File: src/rtl/id_ex_stage.sv
// ID/EX pipeline register with operand forwarding and load-use hazard detection.
//
// Captures the decoded ID bundle into EX registers. It then presents ALU operands,
// store data and the issue-valid signal to the EX stage.
//
// Optional feature (macro ID_EX_FORWARD_EN):
//   defined   - rs1/rs2 are forwarded from MEM (priority) or WB. Only a MEM-stage
//               load that feeds a used source raises ex_hold.
//   undefined - operands come from the registered data only. Any used source that
//               matches a pending MEM or WB write raises ex_hold.
//
// Ports:
//   clk, rstn                      clock, asynchronous active-low reset
//   in_valid, in_pc, in_rs*_*,     ID-stage bundle to capture
//   in_imm, in_rd_addr, in_alu_op,
//   in_src_a_pc, in_src_b_imm,
//   in_reg_we
//   stall, flush                   hold / kill EX contents (flush wins)
//   mem_rd_addr, mem_reg_we,       MEM-stage destination, write enable, load flag
//   mem_is_load, mem_data          and result
//   wb_rd_addr, wb_reg_we, wb_data WB-stage destination, write enable and result
//   alu_a, alu_b, alu_op           ALU operands and operation
//   ex_valid, ex_rd_addr,          EX bundle issue valid, destination, write enable
//   ex_reg_we
//   ex_store_data, ex_pc           forwarded rs2 and instruction PC
//   ex_hold                        hazard hold request to upstream
module id_ex_stage (
    input  logic        clk,
    input  logic        rstn,
    input  logic        in_valid,
    input  logic [63:0] in_pc,
    input  logic [63:0] in_rs1_data,
    input  logic [63:0] in_rs2_data,
    input  logic [63:0] in_imm,
    input  logic [4:0]  in_rs1_addr,
    input  logic [4:0]  in_rs2_addr,
    input  logic [4:0]  in_rd_addr,
    input  logic [3:0]  in_alu_op,
    input  logic        in_src_a_pc,
    input  logic        in_src_b_imm,
    input  logic        in_reg_we,
    input  logic        stall,
    input  logic        flush,
    input  logic [4:0]  mem_rd_addr,
    input  logic        mem_reg_we,
    input  logic        mem_is_load,
    input  logic [63:0] mem_data,
    input  logic [4:0]  wb_rd_addr,
    input  logic        wb_reg_we,
    input  logic [63:0] wb_data,
    output logic [63:0] alu_a,
    output logic [63:0] alu_b,
    output logic [3:0]  alu_op,
    output logic        ex_valid,
    output logic [4:0]  ex_rd_addr,
    output logic        ex_reg_we,
    output logic [63:0] ex_store_data,
    output logic [63:0] ex_pc,
    output logic        ex_hold
);

    logic        valid_q;
    logic [63:0] pc_q;
    logic [63:0] rs1_data_q;
    logic [63:0] rs2_data_q;
    logic [63:0] imm_q;
    logic [4:0]  rs1_addr_q;
    logic [4:0]  rs2_addr_q;
    logic [4:0]  rd_addr_q;
    logic [3:0]  alu_op_q;
    logic        src_a_pc_q;
    logic        src_b_imm_q;
    logic        reg_we_q;

    always_ff @(posedge clk or negedge rstn) begin
        if (!rstn) begin
            valid_q     <= 1'b0;
            pc_q        <= '0;
            rs1_data_q  <= '0;
            rs2_data_q  <= '0;
            imm_q       <= '0;
            rs1_addr_q  <= '0;
            rs2_addr_q  <= '0;
            rd_addr_q   <= '0;
            alu_op_q    <= '0;
            src_a_pc_q  <= 1'b0;
            src_b_imm_q <= 1'b0;
            reg_we_q    <= 1'b0;
        end else if (flush) begin
            valid_q  <= 1'b0;
            reg_we_q <= 1'b0;
        end else if (!stall && !ex_hold) begin
            valid_q     <= in_valid;
            pc_q        <= in_pc;
            rs1_data_q  <= in_rs1_data;
            rs2_data_q  <= in_rs2_data;
            imm_q       <= in_imm;
            rs1_addr_q  <= in_rs1_addr;
            rs2_addr_q  <= in_rs2_addr;
            rd_addr_q   <= in_rd_addr;
            alu_op_q    <= in_alu_op;
            src_a_pc_q  <= in_src_a_pc;
            src_b_imm_q <= in_src_b_imm;
            // A captured bubble must never write the register file.
            reg_we_q    <= in_valid & in_reg_we;
        end
    end

    // Destination matches; x0 is never a producer, so a source at index 0
    // can never hit.
    logic mem_hit_rs1, mem_hit_rs2, wb_hit_rs1, wb_hit_rs2;
    logic rs1_used;
    logic [63:0] fwd_rs1, fwd_rs2;

    assign mem_hit_rs1 = mem_reg_we && (mem_rd_addr != 5'd0) && (mem_rd_addr == rs1_addr_q);
    assign mem_hit_rs2 = mem_reg_we && (mem_rd_addr != 5'd0) && (mem_rd_addr == rs2_addr_q);
    assign wb_hit_rs1  = wb_reg_we && (wb_rd_addr != 5'd0) && (wb_rd_addr == rs1_addr_q);
    assign wb_hit_rs2  = wb_reg_we && (wb_rd_addr != 5'd0) && (wb_rd_addr == rs2_addr_q);

    // rs2 is always needed, either as ALU B or as store data.
    assign rs1_used = !src_a_pc_q;

`ifdef ID_EX_FORWARD_EN
    always_comb begin
        fwd_rs1 = rs1_data_q;
        if (mem_hit_rs1) begin
            fwd_rs1 = mem_data;
        end else if (wb_hit_rs1) begin
            fwd_rs1 = wb_data;
        end
        fwd_rs2 = rs2_data_q;
        if (mem_hit_rs2) begin
            fwd_rs2 = mem_data;
        end else if (wb_hit_rs2) begin
            fwd_rs2 = wb_data;
        end
    end

    // A load result is not available until after MEM, so it cannot be forwarded yet.
    assign ex_hold = valid_q && mem_is_load &&
                     ((rs1_used && mem_hit_rs1) || mem_hit_rs2);
`else
    logic unused_fwd;
    assign unused_fwd = ^{mem_data, wb_data, mem_is_load};

    assign fwd_rs1 = rs1_data_q;
    assign fwd_rs2 = rs2_data_q;

    // Without forwarding every pending write to a used source is a hazard.
    assign ex_hold = valid_q &&
                     ((rs1_used && (mem_hit_rs1 || wb_hit_rs1)) || mem_hit_rs2 || wb_hit_rs2);
`endif

    assign alu_a         = src_a_pc_q ? pc_q : fwd_rs1;
    assign alu_b         = src_b_imm_q ? imm_q : fwd_rs2;
    assign ex_store_data = fwd_rs2;
    assign alu_op        = alu_op_q;
    assign ex_rd_addr    = rd_addr_q;
    assign ex_reg_we     = reg_we_q;
    assign ex_pc         = pc_q;
    // A held instruction shows up downstream as a bubble.
    assign ex_valid      = valid_q && !ex_hold;

endmodule

File: config.mk
export PLATFORM = sky130hd
export DESIGN_NAME = id_ex_stage
export DESIGN_NICKNAME = d
export VERILOG_FILES = /design/src/rtl/id_ex_stage.sv
export SDC_FILE = /design/constraint.sdc
export NUM_CORES = 1
export LEC_CHECK = 0
export CORE_AREA = 2 2 268 270
export CTS_CLUSTER_SIZE = 28
export DETAILED_ROUTE_END_ITERATION = 10
export DIE_AREA = 0 0 270 272
export PLACE_DENSITY_LB_ADDON = 0.12
export SLEW_MARGIN = 20
export SYNTH_ARGS = -nofsm -noshare
export SYNTH_HDL_FRONTEND = slang
export SYNTH_SLANG_ARGS = --single-unit
File: constraint.sdc
create_clock -name clk -period 5.8 [get_ports clk]
set_clock_uncertainty 0.2 [all_clocks]
set_input_delay 1.16 -clock clk [delete_from_list [all_inputs] [get_ports clk]]
set_output_delay 1.16 -clock clk [all_outputs]
set_load 0.02 [all_outputs]
==> reports/results.txt <==
Net Sw Frac: 30.02%
Synth unique cells: 23
Number of remaining DRC errors: 0
DR pass1 iterations: 4
CTS max path bufs: 3
Unrepaired setup endpoints after global routing: no
First-pass GRT wire length: 67.94 mm
Skew-Pair Late Insertion Delay: 540 ps
Internal: 0.005159 W
Post-DP HPWL: 32.95 mm
Post-CTS sizing: 0
Antenna Violating Nets Remaining: 0
Total number of vias: 8628
Initial core utilization: 18.61%
Logic pwr share: 32.6%
Most common cell in the netlist: dfrtp_1
CTS tree: yes
Startpoint type of the worst setup path: input port
Number of CTS-inserted buffers: 40
Crit Path Max Fanout: 3
Pre-CTS WS: 864.5 ps
Achievable Freq: 203.3 MHz
Primary FF master, synth: dfrtp_1
Slew @ Worst Pin: 932.0 ps
Seq pwr share: 33.8%
Die ar.: 73440 µm²
Top Metal Used: met5
Min Tclk post-route: 4919 ps
H-tree depth: 2
Drt first-iter violations: 257
CORE AREA: 70750 µm²
Hold buffers post-CTS: 0
Syn nets: 1199
Synthesized area per cell: 16.99 µm²
Yosys top cell area share: 53.02%
Clk pwr share: 33.6%
Number of enable flip-flop cells after synthesis: 0
Power Density: 348.6 nW/µm²
Die width: 270 µm
Ports: 692
Clk root buf: clkbuf_16
Met3 WL: 3.474 mm
Worst vdd ir: 0.1951 mV
Std cell rows: 98
Total power: 0.007371 W
CP cell instances: clkdlybuf4s50_1 -> or4_1 -> o21ai_1 -> nor4_1 -> o21a_1 -> or2_2 -> clkdlybuf4s50_1
Largest net degree at the start of global routing: 105
Status: finished, final reports clean
Gpl congestion: 0.7674
Worst path arrival time: 3560 ps
Tot GR Track Use: 12.27%
Area growth syn-to-layout: 60.58%
R2R Setup Slk: 2340 ps
Static Leak: 9.124 nW
Nets@finish: 1779
Number of global-route vias before repair: 9757
Final core occ: 29.89%
Period utilization: 84.80%
Crit path kind: input port to primary output
CTS Sinks: 279
Share of layout cells above drive strength 1: 35.65%
Synth Instances: 775
# Post-CTS Setup Buffers: 0
Share of flip-flops with an asynchronous set or reset: 100.0%
Port Buffers: 562
Met2 wire len: 24.04 mm
Post-synthesis sequential area ratio: 53.02%
Initial antenna violation count: 2
Mapped Area: 13170 µm²
Setup_tns: 0 ps
Slew Limit Fails: 0
Yosys top cell by area: dfrtp_1
WP data required: 4440 ps
Max Cap Violations: 0
Switch Pwr: 0.002213 W
Most numerous cell on the critical path: clkdlybuf4s50_1
Gr ovfl total: 0
Final setup fails: 0
Clock-pin slew on the worst setup and hold paths: 40 ps
Met1 Wirelength: 17.52 mm
Total Wirelength: 46.01 mm
Worst path max stage delay: 570 ps
Die H: 272 µm
Yosys reg bits: 279
Largest cells by area after synthesis: dfrtp_1 53%, mux2_4 26%, mux2_2 15%
Crit-path slowest cell: clkdlybuf4s50_1
DR WL/cell: 19.71 µm
Nature of the critical path endpoint: primary output
Final hold violation count: 0
Hold WC Path Type: flop to flop
Final worst slack: 881.4 ps
Drt via density: 3.697
Synth cell count leaders: 279 x dfrtp_1, 230 x mux2_4, 175 x mux2_2
Yosys warns: 0
Relative slew slack: 37.87%
==> logic make-up (layout without fill, tap and decap cells) <==
| logic type | after synthesis | in the layout | synth area share [%] |
|---|---|---|---|
| flops | 279 | 279 | 53.02 |
| buf+inv | 45 | 653 | 3.173 |
| other cells | 0 | 1 | 0 |
| simple gates | 19 | 19 | 0.9311 |
| mux | 407 | 407 | 41.34 |
| xor+xnor | 20 | 20 | 1.330 |
| compound gates | 5 | 5 | 0.2091 |
==> registers in the layout, summed over array words and instances, names as in the netlist <==
register,flops
ex_store_data,64
ex_reg_we,1
rs2_addr_q,5
src_b_imm_q,1
rs1_addr_q,5
imm_q,64
ex_pc,64
valid_q,1
src_a_pc_q,1
fwd_rs1,64
ex_rd_addr,5
alu_op,4
==> cell usage in the layout, fill, tap and decap left out, types with 3 or more instances in the layout <==
cell,netlist,routed
xor2_1,8,8
clkbuf_8,0,9
clkdlybuf4s50_1,0,561
nand2b_1,4,4
xnor2_1,12,12
clkinv_2,0,6
buf_4,1,14
or4_1,5,4
clkbuf_16,0,40
buf_12,0,7
dfrtp_1,279,277
clkbuf_1,13,8
nand3_1,4,4
mux2_2,175,175
mux2_4,230,230
bufinv_16,0,3
==> metal layers <==
| layer | vias up | GRT usage [%] |
|---|---|---|
| li1 | 3942 | - |
| met1 | 4349 | 13.42 |
| met2 | 284 | 22.29 |
| met3 | 51 | 4.285 |
| met4 | 2 | 3.640 |
| met5 | - | 0 |
==> worst max-delay path: cells and delay by family <==
family,cells,cell delay [ps]
AO/OA/AOI/OAI,2,390
buffers and inverters,2,1050
AND/OR/NAND/NOR,3,950
==> final cells by class <==
class / count / area, µm²
fillers: 7155 / 49600
flip-flops and latches: 279 / 6989
multi-input cells: 451 / 5773
repair buffers: 583 / 5876
well taps: 950 / 1189
clock inverters: 13 / 162.7
clock buffers: 57 / 1155
diodes: 1 / 2.502
==> metrics by stage <==
step	std cells	instance area [µm²]	hold WS (ps)
after floorplan	775	13170	273.7
after global placement	2263	19830	285.6
after detailed placement	2263	19830	286.9
after CTS	2333	21140	304.8
after global routing	2334	21150	316.6
final	2334	21150	299.2
==> power by group through the flow <==
stage               clock (W)  combinational (W)  sequential [W]
floorplan                   0            0.00111         0.00262
global placement            0            0.00245         0.00252
detailed placement          0            0.00244         0.00252
CTS                   0.00260            0.00245         0.00250
global route          0.00269            0.00253         0.00254
finish                0.00248            0.00240         0.00249
==> final timing paths <==
| kind | startpoint | end | cells past startpoint |
|---|---|---|---|
| max | wb_rd_addr[1] | ex_hold | 7 |
| min | imm_q[12] | imm_q[12] | 1 |
| max reg2reg | src_a_pc_q | ex_pc[34] | 6 |
| min reg2reg | imm_q[12] | imm_q[12] | 1 |
| max in group asynchronous | rstn | imm_q[48] | 2 |
| min in group asynchronous | rstn | ex_pc[52] | 1 |
Note: power is estimated with default switching activity, not from simulation.
